**src/rtl/mem_arb_pkg.sv**
```systemverilog
// mem_arb_pkg: shared types for the text/data memory port arbiter.
// Holds the FSM state enum, the grant encoding and the word offset.
package mem_arb_pkg;

   typedef enum logic {
      ARB,
      LOCK
   } state_e;

   typedef enum logic [1:0] {
      GNT_NONE,
      GNT_IF,
      GNT_LS
   } grant_e;

   // Byte address bits dropped to form the memory word index.
   localparam int WORD_OFS = 2;

endpackage

```
**src/rtl/mem_arb_grant.sv**
```systemverilog
// mem_arb_grant: combinational grant decision for mem_port_arbiter.
// Ports: rst, if/ls request valids, FSM state, starvation counter
// (or last_grant when MEM_ARB_RR_EN is defined) -> grant.
// MEM_ARB_RR_EN selects round-robin instead of fixed priority.
module mem_arb_grant
   import mem_arb_pkg::*;
`ifndef MEM_ARB_RR_EN
#(
   parameter int MAX_WAIT = 4,
   parameter int CNT_W    = 3
)
`endif
(
   input  logic             rst,
   input  logic             if_req_valid,
   input  logic             ls_req_valid,
   input  state_e           state,
`ifdef MEM_ARB_RR_EN
   input  grant_e           last_grant,
`else
   input  logic [CNT_W-1:0] wait_cnt,
`endif
   output grant_e           grant
);

   logic if_wins;

`ifdef MEM_ARB_RR_EN
   // The side not served last takes a conflict.
   assign if_wins = (last_grant == GNT_LS);
`else
   // LS normally wins; a starved IF gets one turn.
   assign if_wins = (wait_cnt == CNT_W'(MAX_WAIT));
`endif

   always_comb begin
      grant = GNT_NONE;
      if (!rst) begin
         case (state)
            LOCK: begin
               if (ls_req_valid)
                  grant = GNT_LS;
            end
            default: begin
               if (if_req_valid && ls_req_valid)
                  grant = if_wins ? GNT_IF : GNT_LS;
               else if (if_req_valid)
                  grant = GNT_IF;
               else if (ls_req_valid)
                  grant = GNT_LS;
            end
         endcase
      end
   end

endmodule

```
**src/rtl/mem_port_arbiter.sv**
```systemverilog
// mem_port_arbiter: shares one single-port memory between fetch and LSU.
// Ports: if_* fetch request/response, ls_* load/store request/response,
// mem_* memory pins (async read data on mem_out), clk, sync active-high rst.
// MEM_ARB_RR_EN: round-robin on conflict instead of fixed priority.
module mem_port_arbiter
   import mem_arb_pkg::*;
#(
   parameter int ADDR_W   = 32,
   parameter int DATA_W   = 32,
   parameter int MAX_WAIT = 4
) (
   input  logic                 clk,
   input  logic                 rst,
   input  logic                 if_req_valid,
   output logic                 if_req_ready,
   input  logic [ADDR_W-1:0]    if_addr,
   output logic                 if_rsp_valid,
   output logic [DATA_W-1:0]    if_rdata,
   input  logic                 ls_req_valid,
   output logic                 ls_req_ready,
   input  logic [ADDR_W-1:0]    ls_addr,
   input  logic [DATA_W-1:0]    ls_wdata,
   input  logic [3:0]           ls_byteen,
   input  logic                 ls_we,
   input  logic                 ls_lock,
   output logic                 ls_rsp_valid,
   output logic [DATA_W-1:0]    ls_rdata,
   output logic [ADDR_W-3:0]    mem_addr,
   output logic [DATA_W-1:0]    mem_in,
   output logic [3:0]           mem_byteen,
   output logic                 mem_we,
   input  logic [DATA_W-1:0]    mem_out
);

   localparam int AW = ADDR_W - WORD_OFS;

   state_e            state_q;
   grant_e            grant;
   logic [AW-1:0]     addr_q;
   logic [AW-1:0]     req_addr;
   logic              if_rsp_q;
   logic              ls_rsp_q;
   logic [DATA_W-1:0] if_rdata_q;
   logic [DATA_W-1:0] ls_rdata_q;
   logic              unused_addr_lsb;

   assign unused_addr_lsb = ^{if_addr[WORD_OFS-1:0],
                              ls_addr[WORD_OFS-1:0]};

`ifdef MEM_ARB_RR_EN
   grant_e last_q;
   grant_e last_d;

   mem_arb_grant u_grant (
      .rst          (rst),
      .if_req_valid (if_req_valid),
      .ls_req_valid (ls_req_valid),
      .state        (state_q),
      .last_grant   (last_q),
      .grant        (grant)
   );

   always_comb begin
      last_d = last_q;
      if (grant != GNT_NONE)
         last_d = grant;
   end
`else
   localparam int CNT_W = $clog2(MAX_WAIT + 1);

   logic [CNT_W-1:0] wait_q;
   logic [CNT_W-1:0] wait_d;

   mem_arb_grant #(
      .MAX_WAIT (MAX_WAIT),
      .CNT_W    (CNT_W)
   ) u_grant (
      .rst          (rst),
      .if_req_valid (if_req_valid),
      .ls_req_valid (ls_req_valid),
      .state        (state_q),
      .wait_cnt     (wait_q),
      .grant        (grant)
   );

   // Counts only denials in ARB; LOCK denials leave it untouched.
   always_comb begin
      wait_d = wait_q;
      if (!if_req_valid || if_req_ready)
         wait_d = '0;
      else if (state_q == ARB && wait_q != CNT_W'(MAX_WAIT))
         wait_d = wait_q + 1'b1;
   end
`endif

   assign if_req_ready = (grant == GNT_IF);
   assign ls_req_ready = (grant == GNT_LS);

   assign req_addr = ls_req_ready ? ls_addr[ADDR_W-1:WORD_OFS]
                                  : if_addr[ADDR_W-1:WORD_OFS];

   // Address is parked on the last granted word when idle.
   assign mem_addr   = (grant != GNT_NONE) ? req_addr : addr_q;
   assign mem_in     = ls_wdata;
   assign mem_we     = ls_req_ready & ls_we;
   assign mem_byteen = ls_req_ready ? ls_byteen : 4'b0000;

   // A reset arriving in the response cycle hides the pending pulse.
   assign if_rsp_valid = if_rsp_q & ~rst;
   assign ls_rsp_valid = ls_rsp_q & ~rst;
   assign if_rdata     = if_rdata_q;
   assign ls_rdata     = ls_rdata_q;

   always_ff @(posedge clk) begin
      if (rst) begin
         state_q    <= ARB;
         addr_q     <= '0;
         if_rsp_q   <= 1'b0;
         ls_rsp_q   <= 1'b0;
         if_rdata_q <= '0;
         ls_rdata_q <= '0;
`ifdef MEM_ARB_RR_EN
         last_q     <= GNT_IF;
`else
         wait_q     <= '0;
`endif
      end else begin
         case (state_q)
            ARB: if (ls_req_ready && ls_lock) state_q <= LOCK;
            LOCK: if (ls_req_ready && !ls_lock) state_q <= ARB;
            default: state_q <= ARB;
         endcase
         addr_q   <= mem_addr;
         if_rsp_q <= if_req_ready;
         ls_rsp_q <= ls_req_ready;
         if (if_req_ready)
            if_rdata_q <= mem_out;
         if (ls_req_ready)
            ls_rdata_q <= mem_out;
`ifdef MEM_ARB_RR_EN
         last_q   <= last_d;
`else
         wait_q   <= wait_d;
`endif
      end
   end

endmodule
```
**config.mk**
```make
export PLATFORM = sky130hd
export DESIGN_NAME = mem_port_arbiter
export DESIGN_NICKNAME = d
export VERILOG_FILES = /design/src/rtl/mem_arb_pkg.sv /design/src/rtl/mem_arb_grant.sv /design/src/rtl/mem_port_arbiter.sv
export SDC_FILE = /design/constraint.sdc
export NUM_CORES = 1
export LEC_CHECK = 0
export CAP_MARGIN = 30
export CORE_MARGIN = 2
export CORE_UTILIZATION = 40
export DETAILED_ROUTE_END_ITERATION = 10
export GPL_TIMING_DRIVEN = 0
export PLACE_DENSITY = 0.81
export SETUP_SLACK_MARGIN = 0.5
export SLEW_MARGIN = 20
export SYNTH_ARGS = -nofsm -noshare
export SYNTH_HDL_FRONTEND = slang
export SYNTH_SLANG_ARGS = --single-unit
```
**constraint.sdc**
```tcl
create_clock -name clk -period 3.1 [get_ports clk]
set_clock_uncertainty 0.05 [all_clocks]
set_input_delay 0.93 -clock clk [delete_from_list [all_inputs] [get_ports clk]]
set_output_delay 0.93 -clock clk [all_outputs]
set_load 0.005 [all_outputs]
```
==> results.yml <==
finish:
  finalCoreUtilization: 0.703
  stdcell_area_mm2: 0.00891
  diodes: 0
  syn_to_final_growth_pct: 71.4
  finalNetCount: 1041
  final_cells: 1078
  drive_gt1_frac: 0.263
clock_tree:
  cts_tree: "done"
  cts_root_buffer: "clkbuf_16"
  numCtsBuffers: 9
  clk_latency_ns: 0.34
  h-tree-depth: 3
  clk_path_buf_depth: 2
  cts.sinks: 100
  clk_pin_slew_ns: 0.07
run:
  maxCapViolCount: 0
setup_path:
  cp-start-kind: "input pin"
  timing_worst_setup_path_type: "in -> out"
  critPathMaxFanout: 5
  rr_worst_depth: 6
  cp_top_family: "buffers and inverters"
  crit_chain: "buf_8 > buf_8 > buf_6 > o21ai_4 > buf_6 > buf_8 > buf_6 > a22oi_2 > buf_2"
  cp_num_buf_inv: 7
  cpPeakStageDelay_ns: 0.24
  path_depth: 9
  slowest_stage: "o21ai_4"
  crit_arrival_ns: 2.09
  crit_path_end_kind: "output pin"
  cp.required_ns: 2.12
yosys:
  synth_edf_count: 0
  async_reset_ff_frac: 0
  synth_nets: 758
  synth_common_cells: "100 x dfxtp_1, 64 x nand3_1, 51 x clkbuf_1, 47 x and3_1, 44 x a21oi_1"
  netlist_instances: 618
  syn_area_mm2: 0.00520
  synth_top_area_share: 0.385
  seq_area_frac_synth: 0.385
  yosys_most_used_dff: "dfxtp_1"
  synth_cell_types: 36
  synthTopCellsByArea: "dfxtp_1 39%, nand3_1 6.2%, o221a_2 5.8%"
  yosys_warnings: 0
  ys_ff_latch: 100
  synth_most_common_cell: "dfxtp_1"
  avgSynthCellArea_um2: 8.41
  synth_top_area_cell: "dfxtp_1"
die:
  die_x_um: 118
  core_area_mm2: 0.0127
  num_rows: 41
  io-pin-count: 273
  chipHeight_um: 118
  initial_core_util: 0.410
  dieArea_mm2: 0.0139
power:
  leakage_nw: 3.69
  seq_power_share: 0.411
  internal-power_mw: 2.45
  powerDensity_mw_per_mm2: 381
  power_mw: 3.40
  p_clk_frac: 0.335
  pwr-share-comb: 0.254
  p_switching_mw: 0.951
  p_sw_frac: 0.280
  ir_drop_mv: 0.261
routing:
  ant_nets: 0
  num_vias: 6238
  drt-wirelength-per-cell_um: 19.4
  via_per_inst: 5.79
  finalWirelength_mm: 20.9
  drc: 0
  firstDrtPassIters: 5
  drtIter0Drc: 557
sta:
  final_max_slew_viol_count: 0
  rsz0062_at_grt: "true"
  period_minus_slack_ns: 3.07
  worst-slew-pin-transition_ns: 0.840
  max_freq_mhz: 326
  min_period_over_period: 0.990
  timing.final.ws_setup_ns: 0.0302
  setup_viol: 0
  hold_violations: 0
  slew_headroom: 0.435
grt:
  gr-total-overflow: 0
  grt_max_degree: 20
  antenna_found_initial: 0
  grt_pass1_vias: 6309
  grt_pass1_wl_mm: 32.6
  grt_usage: 0.287
hold_path:
  holdCritPathClass: "reg -> reg"
  hold_path_depth: 2
outcome:
  status: "finished clean"
place:
  routabilityCongestion: 0.858
  port_buffers: 236
  hpwlAfterDp_mm: 14.8
  pre_cts_ws_ns: -1.11
  dp.cells: 1026
  placed_area_mm2: 0.00812
## power by group through the flow
| stage | clock network [mW] | registers (mW) | logic [mW] |
|---|---|---|---|
| floorplan | 0 | 1.42 | 0.369 |
| global placement | 0 | 1.42 | 0.798 |
| detailed placement | 0 | 1.42 | 0.814 |
| CTS | 1.15 | 1.40 | 0.828 |
| global route | 1.21 | 1.40 | 0.917 |
| finish | 1.14 | 1.40 | 0.863 |
## area by class of cell
cell class	instances	area [µm²]
clock inverters	6	65.1
multi-input cells	395	2920
well taps	172	215
fillers	976	3760
inverters	17	71.3
repair buffers	272	2610
clock buffers	10	239
flip-flops and latches	100	2000
plain buffers	106	791
## cells in the final DEF (no fill, tap or decap), types with 20 or more instances in the layout
cell,instances
and3_4,22
o211ai_1,32
dfxtp_1,100
a221o_1,20
a21oi_1,44
buf_4,55
nand2_1,42
o31a_1,20
clkbuf_1,35
o21ai_0,32
nand3_1,64
and3_1,25
buf_2,43
clkdlybuf4s50_1,185
## final timing paths
check | endpoint | startpoint | slack, ns
worst min-delay path | if_rdata[29]$_SDFFE_PP0P_ | if_rdata[29]$_SDFFE_PP0P_ | 0.42
worst min register to register | if_rdata[29]$_SDFFE_PP0P_ | if_rdata[29]$_SDFFE_PP0P_ | 0.42
worst max register to register | if_rdata[12]$_SDFFE_PP0P_ | wait_q[1]$_SDFFE_PP0P_ | 0.91
worst max-delay path | mem_addr[23] | ls_req_valid | 0.03
## cell families (layout without fill, tap and decap cells)
kind of cell | after synthesis | in the layout | synth area share
xor+xnor | 1 | 1 | 0.00169
buf+inv | 123 | 411 | 0.117
fa+ha+maj | 2 | 2 | 0.00481
mux | 1 | 1 | 0.00193
compound gates | 223 | 223 | 0.320
simple gates | 168 | 168 | 0.169
flops | 100 | 100 | 0.385
## per-layer routing
layer	wire length, µm	up-vias	GRT usage
li1	-	2876	-
met1	8260	2967	0.342
met2	10600	335	0.505
met3	1340	60	0.0451
met4	727	0	0.128
met5	0	-	0
## tightest hold or removal path: stages (launching register included)
cell and delay [ns]:
dfxtp_1 0.31, o21ai_0 0.06, a21oi_1 0.06
## through the flow
stage,hold WS (ns),setup TNS (ns)
6_report,0.425,0
2_1_floorplan,0.420,0
3_3_place_gp,0.413,-36.82
5_1_grt,0.455,0
4_1_cts,0.428,0
3_5_place_dp,0.421,-37.44
## registers in the layout, indices dropped and copies added, names as in the netlist, named ones only
signal	cells
wait_q	3
if_rdata	32
ls_rsp_q	1
if_rsp_q	1
addr_q	30
ls_rdata	32
## what timing repair did
| item | CTS | global route |
|---|---|---|
| hold endpoints to repair | 0 | 0 |
| cloned | 7 | 2 |
| pin swaps | 17 | 12 |
| hold buffers | 0 | 0 |
| gates resized for setup | 252 | 27 |
| endpoints found under the setup margin | 89 | 38 |
| buffers inserted | 19 | 8 |
Note: power is estimated with default switching activity, not from simulation.
